**config.mk**
```make
export PLATFORM = sky130hd
export DESIGN_NAME = reg_file
export DESIGN_NICKNAME = d
export VERILOG_FILES = /design/src/rtl/riscv_pkg.sv /design/src/rtl/reg_file.sv
export SDC_FILE = /design/constraint.sdc
export NUM_CORES = 2
export LEC_CHECK = 0
export ABC_AREA = 1
export CAP_MARGIN = 20
export CORE_ASPECT_RATIO = 1.5
export CORE_MARGIN = 2
export CORE_UTILIZATION = 30
export DETAILED_ROUTE_END_ITERATION = 8
export GPL_ROUTABILITY_DRIVEN = 0
export PLACE_DENSITY = 0.44
export SLEW_MARGIN = 40
export SYNTH_ARGS = -nofsm -noshare
export SYNTH_HDL_FRONTEND = slang
export SYNTH_SLANG_ARGS = --single-unit
```
**constraint.sdc**
```tcl
create_clock -name clk -period 4.2 [get_ports clk]
set_clock_uncertainty 0.05 [all_clocks]
set_input_delay 1.26 -clock clk [delete_from_list [all_inputs] [get_ports clk]]
set_output_delay 1.26 -clock clk [all_outputs]
set_load 0.05 [all_outputs]
```
**src/rtl/riscv_pkg.sv**
```systemverilog
// riscv_pkg: constants shared by the RV32I core blocks (decoder, writeback mux,
// integer register file).
//
// Contents:
//   XLEN        architectural data width
//   REG_ADDR_W  register index width
//   REG_ZERO    index of the hard-wired zero register x0
//   REG_SP      index of the stack pointer x2
//   RF_SP_INIT  value loaded into sp when the register file resets
//   word_t      one XLEN-wide data word
//   reg_idx_t   one register index
package riscv_pkg;

  localparam int XLEN       = 32;
  localparam int REG_ADDR_W = 5;

  localparam logic [REG_ADDR_W-1:0] REG_ZERO = 5'd0;
  localparam logic [REG_ADDR_W-1:0] REG_SP   = 5'd2;

  // Top of the on-chip data RAM, word aligned.
  localparam logic [XLEN-1:0] RF_SP_INIT = 32'h0000_03FC;

  typedef logic [XLEN-1:0]       word_t;
  typedef logic [REG_ADDR_W-1:0] reg_idx_t;

endpackage

```
**src/rtl/reg_file.sv**
```systemverilog
// reg_file: integer register file for the single-cycle RV32I core.
// 2**ADDR_W registers of XLEN bits. It has two combinational read ports and one
// synchronous write port. x0 reads as zero and ignores writes.
//
// Parameters:
//   XLEN     data width (default 32)
//   ADDR_W   register index width (default 5)
//   SP_INIT  reset value of x2 (sp)
//
// Ports:
//   clk        core clock; state changes on the rising edge
//   rst        synchronous active-high reset; takes priority over a write
//   rs1_addr   read port 1 index
//   rs2_addr   read port 2 index
//   rd_addr    write index
//   wr_data    write data from the writeback mux
//   reg_write  write enable
//   rs1_data   contents of rs1_addr (combinational)
//   rs2_data   contents of rs2_addr (combinational)
//
// Optional build macro RF_DEBUG_EN adds:
//   dbg_addr   third read port index (board display / bench)
//   dbg_data   contents of dbg_addr (combinational, same x0 rule)
//   wr_count   number of committed writes; cleared by rst; wraps around
module reg_file
  import riscv_pkg::*;
#(
  parameter int              XLEN    = riscv_pkg::XLEN,
  parameter int              ADDR_W  = riscv_pkg::REG_ADDR_W,
  parameter logic [XLEN-1:0] SP_INIT = RF_SP_INIT
) (
  input  logic              clk,
  input  logic              rst,
  input  logic [ADDR_W-1:0] rs1_addr,
  input  logic [ADDR_W-1:0] rs2_addr,
  input  logic [ADDR_W-1:0] rd_addr,
  input  logic [XLEN-1:0]   wr_data,
  input  logic              reg_write,
`ifdef RF_DEBUG_EN
  input  logic [ADDR_W-1:0] dbg_addr,
  output logic [XLEN-1:0]   dbg_data,
  output logic [31:0]       wr_count,
`endif
  output logic [XLEN-1:0]   rs1_data,
  output logic [XLEN-1:0]   rs2_data
);

  localparam int NREGS = 1 << ADDR_W;

  logic [NREGS-1:0][XLEN-1:0] regs;
  logic                       commit;

  // Index 0 is decoded here, so the result never depends on what regs[0] holds.
  function automatic logic [XLEN-1:0] read_port(
    input logic [NREGS-1:0][XLEN-1:0] r,
    input logic [ADDR_W-1:0]          a
  );
    return (a == '0) ? '0 : r[a];
  endfunction

  assign commit = reg_write && (rd_addr != '0);

  // Reset is checked first, so a write in the same cycle is discarded.
  // When reg_write is low, wr_data is never sampled, so X on it has no effect.
  always_ff @(posedge clk) begin
    if (rst) begin
      regs                     <= '0;
      regs[ADDR_W'(REG_SP)]    <= SP_INIT;
    end else if (commit) begin
      regs[rd_addr] <= wr_data;
    end
  end

  // The read ports have no write bypass. In a single-cycle core a bypass would
  // close a combinational loop through the ALU and the writeback mux. A read of
  // the register being written returns the old value until the edge.
  assign rs1_data = read_port(regs, rs1_addr);
  assign rs2_data = read_port(regs, rs2_addr);

`ifdef RF_DEBUG_EN
  assign dbg_data = read_port(regs, dbg_addr);

  always_ff @(posedge clk) begin
    if (rst) begin
      wr_count <= '0;
    end else if (commit) begin
      wr_count <= wr_count + 32'd1;
    end
  end
`endif

endmodule
```
==> metrics.csv <==
metric,value,unit
CTS Hold Buffers Added,0,
Die Area,182000,um2
Worst Setup End Kind,primary output,
Min Hold Slack,0.393,ns
crit path max fanout,10,
Sink Count,1024,
crit path DAT,3.01,ns
hold crit path type,flop to flop,
TritonRoute pass-1 iters,8,
Worst Path Required,2.89,ns
vias,62500,
max_cap viols,0,
Startpoint Class,input port,
top flop regs,regs: 1024 flops,
Die H,522,um
largest register by flop count,regs,
Synth Register Bits,1024,
Max Fclk,0.231,GHz
Worst-Margin Slew,0.960,ns
per-cell routed wire length,27.1,um
largest net degree at the start of global routing,130,
Worst Setup Path Type,input port to primary output,
vias in the first global route,58000,
Row Count,190,
Final Slew Violations,0,
Clk pwr share,42.2,%
CTS buffer count,113,
worst vdd ir,0.324,mV
"commonest non-fill, non-tap cell in the layout",nand2_1,
Final Cycle Share,103,%
"Cell Area, Synth",53600,um2
# DRC,0,
Area after DPL,61700,um2
P per Cell Area,359,nW/um2
root buffer cell,clkbuf_16,
worst-skew pair later-pin latency,0.79,ns
syn_area_per_cell,6.22,um2
post-route antenna net violation count,0,
Psw,7720,uW
IO buf count,113,
syn_nets,8671,
DP HPWL,184,mm
internal power,17700,uW
Finished Cell Area,70700,um2
core box area,178000,um2
"Clk pin slew, worst setup/hold paths",0.07,ns
Fin Setup TNS,-2.69,ns
Seq pwr share,39.1,%
most frequent cells in the layout,"2,000 x nand2_1, 1,222 x o21ai_0, 1,024 x dfxtp_1",
grt ovf,0,
Sw Share,30.4,%
sequential area share after synthesis,38.2,%
violated checks,setup timing,
DRT iter0 DRCs,7183,
Layout Nets,8794,
RSZ-0062 raised after global routing,true,
flip-flop count of the largest register after layout,1024,
min Tclk post-route,4.32,ns
CTS tree,yes,
Syn. warnings,0,
area grow syn2layout,31.7,%
final hold vios,0,
final worst-path setup slack,-0.125,ns
IO Count,114,
final WL,302,mm
Final Setup Violations,50,
post-synth cell types,19,
total leakage power,0.0283,uW
FILL cells,18500,
Starting Density,30.1,%
outcome,"finished, violations left",
Power Total,25400,uW
Max Root-Sink Buffers,3,
H-tree depth,3,
power share of the combinational group,18.7,%
post-synthesis cell count,8621,
Slew headroom,36.0,%
global-route wire length before repair,422,mm
share of post-route cells with drive strength above 1,15.7,%
Die Span X,349,um
vias per cell,5.61,
initial antenna violation count,16,
GRT Overall Usage,31.6,%
==> critical path, cell delays in order <==
cell	delay (ns)
buf_16	0.15
buf_16	0.18
buf_12	0.18
buf_12	0.15
nor2_1	0.04
nor2_1	0.08
o21ai_0	0.10
nand3_1	0.10
nand3_1	0.11
nand2_2	0.15
nand2_2	0.08
nor2_4	0.11
buf_12	0.14
buf_12	0.14
==> worst paths after layout <==
kind,cells past startpoint,slack [ns],end,from
max,14,-0.12,rs1_data[6],rs1_addr[0]
min,2,0.39,regs[31],regs[31]
max reg2reg,2,3.41,regs[707],regs[707]
min reg2reg,2,0.39,regs[31],regs[31]
==> logic make-up (layout without fill, tap and decap cells) <==
kind of cell | after synthesis | in the layout | synth area share, %
AND/OR/NAND/NOR | 4237 | 4237 | 32.1
AO/OA/AOI/OAI | 2339 | 2339 | 22.3
flip-flops | 1024 | 1024 | 38.2
buffers and inverters | 1021 | 1237 | 7.39
other | 0 | 5 | 0
==> power by group through the flow <==
stage	sequential [uW]	combinational, uW	clock [uW]
2_1_floorplan	10100	1930	0
3_3_place_gp	10100	3970	0
3_5_place_dp	10100	3970	0
4_1_cts	9920	4380	10800
5_1_grt	9940	4950	11200
6_report	9930	4740	10700
==> cell usage after synthesis (all sizes together) <==
cell | count | share of area (%)
a211oi | 64 | 0.90
a21oi | 941 | 8.8
buf | 173 | 1.5
clkbuf | 621 | 4.3
clkinv | 27 | 0.19
dfxtp | 1024 | 38
inv | 200 | 1.4
nand2 | 2096 | 15
nand3 | 992 | 9.3
nand4 | 1 | 0.012
nor2 | 1142 | 8.0
nor3 | 6 | 0.10
o211ai | 42 | 0.59
o21ai | 1292 | 12
==> per-layer routing <==
metal  share of wire (%)  GRT usage [%]  vias up  wire length, um
li1                    -              -    28900                -
met1                  40           39.4    30000           121000
met2                  47           52.1     2915           141000
met3                 7.4           4.65      707            22400
met4                 5.9           17.2        4            17800
met5              0.0076              0        -               23
==> layout make-up <==
type                            instances  area, um2  area share, %
Clock inverter                         33        435          0.616
Antenna cell                            5       12.5         0.0177
Multi-Input combinational cell       6576      30900           43.8
Tap cell                             2304       2880           4.08
Sequential cell                      1024      20500           29.0
Inverter                              227        942           1.33
Timing Repair inverter                  2       27.5         0.0390
Clock buffer                          175       3400           4.81
Timing Repair Buffer                  800      11500           16.3
==> metrics by stage <==
step                      util [%]  cells  setup slack [ns]
after floorplan                  -   8621            0.0430
after global placement        34.6  10800            -0.563
after detailed placement      34.6  10800            -0.575
after CTS                     38.3  11100            -0.110
after global routing          39.7  11100            -0.181
final                         39.7  11100            -0.125
==> timing repair <==
action,in CTS,in global routing
setup endpoints to repair,64,64
cloned,30,41
setup buffers,44,28
pin swaps,65,158
gates resized for setup,370,355
No activity file was read; power rests on OpenSTA's default activity.
